[src/rtl/stage3_ex_pkg.sv]
// rtl/stage3_ex_pkg.sv - shared encodings for the EX stage and its mul/div unit
package stage3_ex_pkg;

    localparam logic [1:0] ALUOP_ADD   = 2'b00;
    localparam logic [1:0] ALUOP_SUB   = 2'b01;
    localparam logic [1:0] ALUOP_FUNCT = 2'b10;
    localparam logic [1:0] ALUOP_OR    = 2'b11;

    localparam logic [5:0] FN_MFHI  = 6'h10;
    localparam logic [5:0] FN_MFLO  = 6'h12;
    localparam logic [5:0] FN_MULT  = 6'h18;
    localparam logic [5:0] FN_MULTU = 6'h19;
    localparam logic [5:0] FN_DIV   = 6'h1A;
    localparam logic [5:0] FN_DIVU  = 6'h1B;
    localparam logic [5:0] FN_ADD   = 6'h20;
    localparam logic [5:0] FN_ADDU  = 6'h21;
    localparam logic [5:0] FN_SUB   = 6'h22;
    localparam logic [5:0] FN_SUBU  = 6'h23;
    localparam logic [5:0] FN_AND   = 6'h24;
    localparam logic [5:0] FN_OR    = 6'h25;
    localparam logic [5:0] FN_XOR   = 6'h26;
    localparam logic [5:0] FN_NOR   = 6'h27;
    localparam logic [5:0] FN_SLT   = 6'h2A;
    localparam logic [5:0] FN_SLTU  = 6'h2B;

    // mul/div op is the low two funct bits of the launching instruction
    localparam logic [1:0] MDOP_MULT  = FN_MULT[1:0];
    localparam logic [1:0] MDOP_MULTU = FN_MULTU[1:0];
    localparam logic [1:0] MDOP_DIV   = FN_DIV[1:0];
    localparam logic [1:0] MDOP_DIVU  = FN_DIVU[1:0];

    typedef struct packed {
        logic branch;
        logic memread;
        logic memwrite;
        logic memtoreg;
        logic regwrite;
    } ctl_t;

    typedef enum logic [1:0] {
        MD_IDLE = 2'd0,
        MD_RUN  = 2'd1,
        MD_DONE = 2'd2
    } md_state_t;

    function automatic logic is_muldiv(input logic [5:0] f);
        return f[5:2] == FN_MULT[5:2];
    endfunction

endpackage

[src/rtl/muldiv.sv]
// rtl/muldiv.sv - iterative 32-cycle multiplier/divider holding HI/LO
module muldiv
    import stage3_ex_pkg::*;
#(
    parameter logic [31:0] ZERO_DIV_LO = 32'hFFFFFFFF
) (
    input  logic        clk,
    input  logic        reset,
    input  logic        start,
    input  logic [1:0]  op,
    input  logic [31:0] a,
    input  logic [31:0] b,
    output logic        busy,
    output logic [31:0] hi,
    output logic [31:0] lo
);
    md_state_t   r_state, w_next;
    logic [1:0]  r_op;
    logic [4:0]  r_cnt;
    logic [31:0] r_wh, r_wl, r_b, r_hi, r_lo;
    logic        r_neg_q, r_neg_r, r_bzero;
    logic        w_signed, w_div, w_ge;
    logic [31:0] w_mag_a, w_mag_b, w_nwh, w_nwl, w_fin_hi, w_fin_lo;
    logic [32:0] w_sum, w_rsh, w_diff;
    logic [63:0] w_prod;

    assign w_signed = (op == MDOP_MULT) || (op == MDOP_DIV);
    assign w_mag_a  = (w_signed && a[31]) ? -a : a;
    assign w_mag_b  = (w_signed && b[31]) ? -b : b;
    assign w_div    = (r_op == MDOP_DIV) || (r_op == MDOP_DIVU);

    // {r_wh, r_wl} is the shift-add product or the {remainder, quotient} pair
    assign w_sum  = {1'b0, r_wh} + (r_wl[0] ? {1'b0, r_b} : 33'd0);
    assign w_rsh  = {r_wh, r_wl[31]};
    assign w_diff = w_rsh - {1'b0, r_b};
    assign w_ge   = !w_diff[32];
    assign w_nwh  = w_div ? (w_ge ? w_diff[31:0] : w_rsh[31:0]) : w_sum[32:1];
    assign w_nwl  = w_div ? {r_wl[30:0], w_ge} : {w_sum[0], r_wl[31:1]};
    assign w_prod = {w_nwh, w_nwl};

    always_comb begin
        if (w_div) begin
            w_fin_lo = r_bzero ? ZERO_DIV_LO : (r_neg_q ? -w_nwl : w_nwl);
            w_fin_hi = r_neg_r ? -w_nwh : w_nwh;
        end else begin
            {w_fin_hi, w_fin_lo} = r_neg_q ? -w_prod : w_prod;
        end
    end

    always_ff @(posedge clk) begin
        if (reset) r_state <= MD_IDLE;
        else       r_state <= w_next;
    end

    always_comb begin
        w_next = r_state;
        case (r_state)
            MD_IDLE: if (start) w_next = MD_RUN;
            MD_RUN:  if (r_cnt == 5'd31) w_next = MD_DONE;
            default: w_next = MD_IDLE;
        endcase
    end

    always_comb begin
        busy = (r_state != MD_IDLE);
    end

    always_ff @(posedge clk) begin
        if (reset) begin
            r_op    <= '0;
            r_cnt   <= '0;
            r_wh    <= '0;
            r_wl    <= '0;
            r_b     <= '0;
            r_hi    <= '0;
            r_lo    <= '0;
            r_neg_q <= 1'b0;
            r_neg_r <= 1'b0;
            r_bzero <= 1'b0;
        end else if (r_state == MD_IDLE && start) begin
            r_op    <= op;
            r_cnt   <= '0;
            r_wh    <= '0;
            r_wl    <= w_mag_a;
            r_b     <= w_mag_b;
            r_neg_q <= w_signed && (a[31] ^ b[31]);
            r_neg_r <= w_signed && a[31];
            r_bzero <= (b == 32'd0);
        end else if (r_state == MD_RUN) begin
            r_cnt <= r_cnt + 5'd1;
            r_wh  <= w_nwh;
            r_wl  <= w_nwl;
            if (r_cnt == 5'd31) begin
                r_hi <= w_fin_hi;
                r_lo <= w_fin_lo;
            end
        end
    end

    assign hi = r_hi;
    assign lo = r_lo;

endmodule

[src/rtl/stage3_ex.sv]
// rtl/stage3_ex.sv - pipeline EX stage: operand muxes, ALU, branch target and mul/div hookup
module stage3_ex
    import stage3_ex_pkg::*;
#(
    parameter logic [31:0] ZERO_DIV_LO = 32'hFFFFFFFF
) (
    input  logic        clk,
    input  logic        reset,
    output logic        stall,
    input  logic [31:0] data1,
    input  logic [31:0] data2,
    input  logic [31:0] seimm,
    input  logic [1:0]  aluop,
    input  logic        alusrc,
    input  logic        regdst,
    input  logic [4:0]  rt,
    input  logic [4:0]  rd,
    input  logic [31:0] pc4,
    input  logic [4:0]  ctl,
    output logic [31:0] alurslt,
    output logic [31:0] data2_out,
    output logic [31:0] baddr,
    output logic        zero,
    output logic [4:0]  ctl_out,
    output logic [4:0]  wrreg
);
    logic [5:0]  w_funct;
    logic [31:0] w_opb, w_result, w_hi, w_lo;
    logic        w_rtype, w_launch, w_mf, w_busy, w_start;
    logic [31:0] r_alurslt, r_data2, r_baddr;
    logic        r_zero;
    ctl_t        r_ctl;
    logic [4:0]  r_wrreg;

    assign w_funct  = seimm[5:0];
    assign w_opb    = alusrc ? seimm : data2;
    assign w_rtype  = (aluop == ALUOP_FUNCT);
    assign w_launch = w_rtype && is_muldiv(w_funct);
    assign w_mf     = w_rtype && (w_funct == FN_MFHI || w_funct == FN_MFLO);
    // only instructions that touch HI/LO or the unit wait; everything else flows
    assign stall    = w_busy && (w_launch || w_mf);
    assign w_start  = w_launch && !stall;

    always_comb begin
        w_result = '0;
        case (aluop)
            ALUOP_ADD: w_result = data1 + w_opb;
            ALUOP_SUB: w_result = data1 - w_opb;
            ALUOP_OR:  w_result = data1 | w_opb;
            default: begin
                case (w_funct)
                    FN_ADD, FN_ADDU: w_result = data1 + w_opb;
                    FN_SUB, FN_SUBU: w_result = data1 - w_opb;
                    FN_AND:  w_result = data1 & w_opb;
                    FN_OR:   w_result = data1 | w_opb;
                    FN_XOR:  w_result = data1 ^ w_opb;
                    FN_NOR:  w_result = ~(data1 | w_opb);
                    FN_SLT:  w_result = {31'd0, $signed(data1) < $signed(w_opb)};
                    FN_SLTU: w_result = {31'd0, data1 < w_opb};
                    FN_MFHI: w_result = w_hi;
                    FN_MFLO: w_result = w_lo;
                    default: w_result = '0;
                endcase
            end
        endcase
    end

    always_ff @(posedge clk) begin
        if (reset) begin
            r_alurslt <= '0;
            r_data2   <= '0;
            r_baddr   <= '0;
            r_zero    <= 1'b0;
            r_ctl     <= '0;
            r_wrreg   <= '0;
        end else if (stall) begin
            r_ctl   <= '0;
            r_wrreg <= '0;
        end else begin
            r_alurslt <= w_result;
            r_data2   <= data2;
            r_baddr   <= pc4 + {seimm[29:0], 2'b00};
            r_zero    <= (w_result == 32'd0);
            r_ctl     <= ctl_t'(ctl);
            r_wrreg   <= regdst ? rd : rt;
        end
    end

    muldiv #(
        .ZERO_DIV_LO(ZERO_DIV_LO)
    ) u_muldiv (
        .clk   (clk),
        .reset (reset),
        .start (w_start),
        .op    (w_funct[1:0]),
        .a     (data1),
        .b     (data2),
        .busy  (w_busy),
        .hi    (w_hi),
        .lo    (w_lo)
    );

    assign alurslt   = r_alurslt;
    assign data2_out = r_data2;
    assign baddr     = r_baddr;
    assign zero      = r_zero;
    assign ctl_out   = r_ctl;
    assign wrreg     = r_wrreg;

endmodule
[config.mk]
export PLATFORM = sky130hd
export DESIGN_NAME = stage3_ex
export DESIGN_NICKNAME = d
export VERILOG_FILES = /design/src/rtl/stage3_ex_pkg.sv /design/src/rtl/muldiv.sv /design/src/rtl/stage3_ex.sv
export SDC_FILE = /design/constraint.sdc
export NUM_CORES = 1
export LEC_CHECK = 0
export ABC_AREA = 1
export BUFFER_PORTS_ARGS = -buffer_cell sky130_fd_sc_hd__buf_2
export CELL_PAD_IN_SITES_DETAIL_PLACEMENT = 0
export CELL_PAD_IN_SITES_GLOBAL_PLACEMENT = 1
export CORE_AREA = 3 3 229 399
export CTS_CLUSTER_SIZE = 10
export DETAILED_ROUTE_END_ITERATION = 16
export DIE_AREA = 0 0 232 402
export HOLD_SLACK_MARGIN = 0.02
export PLACE_DENSITY = 0.75
export SYNTH_ARGS = -nofsm -noshare
export SYNTH_HDL_FRONTEND = slang
export SYNTH_HIERARCHICAL = 1
export SYNTH_SLANG_ARGS = --single-unit
export TNS_END_PERCENT = 20
[constraint.sdc]
create_clock -name clk -period 3.95 [get_ports clk]
set_clock_uncertainty 0.2 [all_clocks]
set_input_delay 0.79 -clock clk [delete_from_list [all_inputs] [get_ports clk]]
set_output_delay 0.79 -clock clk [all_outputs]
set_load 0.01 [all_outputs]
==> out/metrics.yaml, run 1 <==
ir_worst_vdd_v: 0.000321
reg2reg_to: "u_muldiv/hi[2]"
yosysWarnings: 6
dieArea_mm2: 0.0933
nets: 6897
crit_path_max_incr_delay_ns: 0.52
viasPerCell: 5.22
power_uw: 11200
worstPathMaxFanout: 3
hold_violations: 0
muxShareOfSynthArea_pct: 0
fin_crit_sh_pct: 107
syn_avg_cell_area_um2: 5.72
synth_area_mm2: 0.0309
grt_usage_pct: 37.3
pin_count: 257
totalWireLength_um: 180000
setup-violations-final: 29
drive_above_1_share_pct: 26.0
die_height_um: 402
path_common_cell: "nand2_4"
drtIter0Drc: 2835
grt_use_met2_pct: 68.0
leakagePower_uw: 0.0234
hold_start: "ctl[0]"
power_density_mw_per_mm2: 264
synth_simple_gate_area_share_pct: 39.1
required_ns: 4.22
fp.coreArea_mm2: 0.0883
status: "finished, violations left"
clock_sinks: 278
critPathCaptureType: "flip-flop"
fmax_mhz: 237
areaGrowthSynthToFinish_pct: 37.3
hold_depth: 3
io_buffers: 256
drt-wirelength-per-cell_um: 23.2
use_met3_pct: 5.16
post-place-ws_ns: -0.902
synth-async-reset-ratio_pct: 0
setup_ws_ns: -0.271
fill_cells: 9704
yosys.area_share.adder_pct: 8.27
clk_pin_slew_ns: 0.06
min_to: "ctl_out[0]"
rows: 144
cts_buffers: 36
grt_busiest_layer: "met2"
r2r_start: "u_muldiv/r_wh[30]"
place.gp.congestion: 1.05
hold_buffers: 0
synth-xor-area-share_pct: 2.24
synth_top_family_by_area: "simple AND/OR/NAND/NOR gates"
worst_hold_slack_ns: 0.207
antenna_left: 0
crit_type: "flip-flop to flip-flop"
clockBufferDepth: 3
use_met1_pct: 32.6
grt_pass1_wl_um: 254000
dp_hpwl_um: 151000
start_kind: "flip-flop"
grt_pass1_vias: 40100
vias: 40400
r2r_slack_ns: -0.27
synth-compound-area-share_pct: 17.6
antenna_found_initial: 15
drc: 0
arrival_ns: 4.49
worstSkewPairLatency_ns: 0.60
start_util_pct: 35.0
r2r_cells: 32
syn-num-nets: 5750
root_buffer: "clkbuf_16"
design_area_mm2: 0.0424
synth-seq-cells: 278
yosys.cell_types.count: 69
cts_tree: "done"
slowest_stage: "dfxtp_1"
drv_cap: 0
overflow: 0
timing.slew.headroom_pct: 32.4
min_period_ns: 4.22
tns_ns: -3.43
rsz0062_at_grt: "yes"
worst_pin_slew_ns: 1.01
htree_levels: 2
dr.pass1.iters: 7
syn_inst: 5400
hold_path_class: "input port to flip-flop"
dpl_cell_area_mm2: 0.0407
dieWidth_um: 232
ys_seq_area_share_pct: 18.0
grt_max_degree: 76
synth_edf_count: 0
synthFlopType: "dfxtp_1"
violations: "setup timing"
slew_viol_final: 0
==> through the flow <==
stage               cells  utilization, %
finish               7740            48.0
global route         7738            48.0
CTS                  7723            47.7
detailed placement   7661            46.2
global placement     7661            46.2
floorplan            5400               -
==> kinds of logic after synthesis <==
family | count (synthesis)
compound gates | 955
xor+xnor | 79
fa+ha+maj | 201
buf+inv | 1138
flops | 278
simple gates | 2749
==> worst max-delay path, delay by kind of cell (launching register included) <==
kind	cells	cell delay (ns)
simple gates	17	1.51
buf+inv	9	1.01
flops	1	0.52
fa+ha+maj	2	0.43
compound gates	3	0.29
xor+xnor	1	0.16
==> per-layer routing <==
metal  vias to the layer above  share of wire [%]
li1                      19600                  -
met1                     18500                 31
met2                      1530                 50
met3                       783                4.6
met4                        12                 14
met5                         -              0.047
==> report_power, final <==
group / internal, µW / switching, µW / total, µW
Sequential: 2920 / 60.4 / 2980
Clock: 1810 / 1440 / 3250
Combinational: 1930 / 3030 / 4960
==> final cells by class <==
| cell class | count | area, µm² | area share, % |
|---|---|---|---|
| Antenna cell | 9 | 22.5 | 0.0531 |
| Clock buffer | 47 | 982 | 2.32 |
| Clock inverter | 7 | 96.3 | 0.227 |
| Inverter | 947 | 3560 | 8.39 |
| Multi-Input combinational cell | 3984 | 21200 | 50.0 |
| Sequential cell | 278 | 5580 | 13.2 |
| Tap cell | 1168 | 1460 | 3.45 |
| Timing Repair Buffer | 1300 | 9500 | 22.4 |
==> Yosys cell counts (12+ instances only) <==
cell	number	share of area [%]
o221ai_1	14	0.40
o211ai_1	31	0.75
buf_4	20	0.49
ha_1	196	7.9
xor2_1	51	1.4
nand2_2	61	1.2
xnor2_1	28	0.79
nor2_2	52	1.1
buf_6	23	0.84
nor2_4	21	0.77
nand2_1	1436	17
nand4_1	64	1.3
nand3_1	419	6.8
o21ai_0	377	6.1
a21oi_2	12	0.34
nand3_2	20	0.65
nor2_1	510	6.2
inv_1	887	11
a21oi_1	269	4.4
clkbuf_1	109	1.3
o21ai_1	47	0.76
nor3_1	74	1.2
inv_2	52	0.63
o21bai_1	42	1.0
o22ai_1	61	1.2
nand3b_1	19	0.46
a31oi_1	22	0.45
dfxtp_1	278	18
buf_2	31	0.50
o21a_1	16	0.39
or2_2	15	0.30
a22o_1	12	0.34
==> state kept, by name, summed over array words and instances, names as in the netlist <==
name / cells
u_muldiv/r_cnt: 5
u_muldiv/r_wh: 32
u_muldiv/r_bzero: 1
u_muldiv/hi: 32
u_muldiv/r_neg_r: 1
wrreg: 5
alurslt: 32
u_muldiv/r_op: 1
ctl_out: 5
data2_out: 32
zero: 1
u_muldiv/r_wl: 32
u_muldiv/r_state: 2
u_muldiv/r_neg_q: 1
u_muldiv/r_b: 32
u_muldiv/lo: 32
baddr: 32
==> timing repair <==
item	in CTS	in global routing
gates resized for setup	53	58
endpoints found under the setup margin	40	40
hold endpoints to repair	0	0
setup buffers	8	8
pin swaps	20	9
==> layout by cell type, fill, tap and decap left out, drive strengths merged, types with 14 or more instances in the layout <==
master	instances
a21oi	282
a31oi	22
buf	1300
clkbuf	47
dfxtp	278
ha	196
inv	942
nand2	1508
nand3	440
nand3b	20
nand4	65
nor2	583
nor3	82
o211ai	31
o21a	16
o21ai	424
o21bai	42
o221ai	14
o22ai	61
or2	18
xnor2	28
xor2	51
==> worst max path at each step <==
stage | start | to | cells past startpoint
5_1_grt | u_muldiv/r_wl[31] | u_muldiv/hi[22] | 34
2_1_floorplan | u_muldiv/r_wl[31] | u_muldiv/hi[22] | 35
4_1_cts | u_muldiv/r_wl[31] | u_muldiv/hi[22] | 34
3_3_place_gp | alusrc | zero | 25
3_5_place_dp | alusrc | zero | 24
6_report | u_muldiv/r_wh[30] | u_muldiv/hi[2] | 32
(Power assumes the default switching activity.)
==> run 2: changes to the inputs <==
PLACE_DENSITY = 0.71   (was 0.75)
==> run 2 against run 1 <==
  * The flow still finishes with violations (setup timing)
  * Via count decreased by 0.30%
  * Flip-flop and latch count unchanged
  * Clock power decreased by 3%
  * Non-clock buffer count decreased by 25
==> out/metrics.yaml, run 2 (synthesized netlist as in run 1, its figures left out) <==
grt_pass1_wl_um: 255000
ir_worst_vdd_v: 0.000271
place.gp.congestion: 1.06
clockBufferDepth: 3
sw_frac_of_total_pct: 41.4
power_frac_seq_pct: 26.6
drive_above_1_share_pct: 26.2
viasPerCell: 5.22
p_int_uw: 6560
antenna_found_initial: 11
root_buffer: "clkbuf_16"
rsz0062_at_grt: "yes"
combPwrFrac_pct: 45.2
tns_ns: -2.43
leakagePower_uw: 0.0233
status: "finished, violations left"
antenna_left: 0
drt-wirelength-per-cell_um: 23.5
critPathCaptureType: "flip-flop"
dp_hpwl_um: 152000
fill_cells: 9634
crit_path_max_incr_delay_ns: 0.40
pin_count: 257
final_common_cell: "nand2_1"
timing.slew.headroom_pct: 30.6
power_density_mw_per_mm2: 264
setup_ws_ns: -0.204
grt_pass1_vias: 40100
worst_hold_slack_ns: 0.197
reg2reg_to: "u_muldiv/hi[26]"
endpoint: "u_muldiv/hi[26]"
violations: "setup timing"
areaGrowthSynthToFinish_pct: 37.4
worstPathMaxFanout: 3
slew_viol_final: 0
clk_pin_slew_ns: 0.06
dieWidth_um: 232
grt_use_met2_pct: 68.3
vias: 40300
start_util_pct: 35.0
required_ns: 4.22
min_period_ns: 4.15
fp.coreArea_mm2: 0.0883
use_met3_pct: 4.84
rows: 144
grt_busiest_layer: "met2"
slowest_stage: "fa_2"
nets: 6872
cts_tree: "done"
crit_type: "flip-flop to flip-flop"
drv_cap: 0
grt_usage_pct: 37.4
startpoint: "u_muldiv/r_wl[31]"
hold_buffers: 0
totalWireLength_um: 181000
r2r_cells: 37
dr.pass1.iters: 6
drtIter0Drc: 2904
cts_buffers: 36
overflow: 0
arrival_ns: 4.43
worst_pin_slew_ns: 1.04
drc: 0
io_buffers: 256
mostFrequentLayoutCells: "nand2_1, buf_4, inv_1, nor2_1, nand3_1"
r2r_start: "u_muldiv/r_wl[31]"
grt_max_degree: 125
fmax_mhz: 241
fin_crit_sh_pct: 105
setup-violations-final: 22
path_common_cell: "nand2_2"
clockPowerShare_pct: 28.2
netSwitchingPower_uw: 4640
htree_levels: 2
start_kind: "flip-flop"
dieArea_mm2: 0.0933
utilization_pct: 48.0
die_height_um: 402
clock_sinks: 278
hold_path_class: "input port to flip-flop"
r2r_slack_ns: -0.20
use_met1_pct: 33.2
worstSkewPairLatency_ns: 0.61
hold_violations: 0
run 2: changes by cell type in the layout (fill, tap and decap cells not counted), moves of 7 or more:
cell,change
dfxtp_2,-7
nand2_1,-15
nand2_4,+7
buf_4,-31
nor2_1,-7
nand2_2,+8
run 2: worst max-delay path: cells and delay by family, from the launching register on:
| family | cells | cell delay, ns |
|---|---|---|
| AO/OA/AOI/OAI | 3 | 0.32 |
| adder cells (fa/ha/maj) | 3 | 0.68 |
| buffers and inverters | 9 | 0.75 |
| flip-flops | 1 | 0.33 |
| AND/OR/NAND/NOR | 22 | 1.73 |
run 2: per-layer routing:
layer / wire, µm / vias to the layer above
met3: 8320 / 755
met1: 56900 / 18500
li1: - / 19500
met2: 90900 / 1480
met5: 14 / -
met4: 25000 / 2
run 2: metrics by stage:
step | cell area [µm²] | total power, µW | cells | worst slack [ns]
3_5_place_dp | 40500 | 7830 | 7619 | -0.759
5_1_grt | 42400 | 11700 | 7705 | -0.431
6_report | 42400 | 11200 | 7711 | -0.204
3_3_place_gp | 40500 | 7820 | 7619 | -0.769
2_1_floorplan | 30900 | 5360 | 5400 | -0.284
4_1_cts | 41800 | 11000 | 7683 | -0.148
run 2: what timing repair did:
action	4_1_cts	5_1_grt
cloned	0	1
resized for setup	44	109
endpoints found under the setup margin	36	41
buffers inserted	13	19
pin swaps	19	21
run 2: worst min path at each step:
stage                      startpoint                end  slack, ns  cells past startpoint
floorplan            u_muldiv/r_bzero   u_muldiv/r_bzero       0.23                      2
global placement     u_muldiv/r_bzero   u_muldiv/r_bzero       0.25                      2
detailed placement  u_muldiv/r_cnt[4]  u_muldiv/r_cnt[4]       0.26                      2
CTS                            ctl[3]         ctl_out[3]       0.17                      3
global route                   ctl[1]         ctl_out[1]       0.20                      3
finish                         ctl[3]         ctl_out[3]       0.20                      3
run 2: layout make-up:
cell class              instances  area (µm²)  share of cell area [%]
diodes                          8        20.0                  0.0472
well taps                    1168        1460                    3.45
flip-flops and latches        278        5580                    13.1
inverters                     947        3560                    8.40
clock inverters                 9        87.6                   0.207
clock buffers                  42         923                    2.18
multi-input cells            3984       21400                    50.4
repair buffers               1275        9400                    22.2
run 2: power by group through the flow:
stage          Combinational (µW)  Sequential (µW)  Clock, µW
2_1_floorplan                2290             3080          0
3_3_place_gp                 4790             3040          0
3_5_place_dp                 4790             3040          0
4_1_cts                      4850             2980       3220
5_1_grt                      5400             2990       3280
6_report                     5070             2980       3150
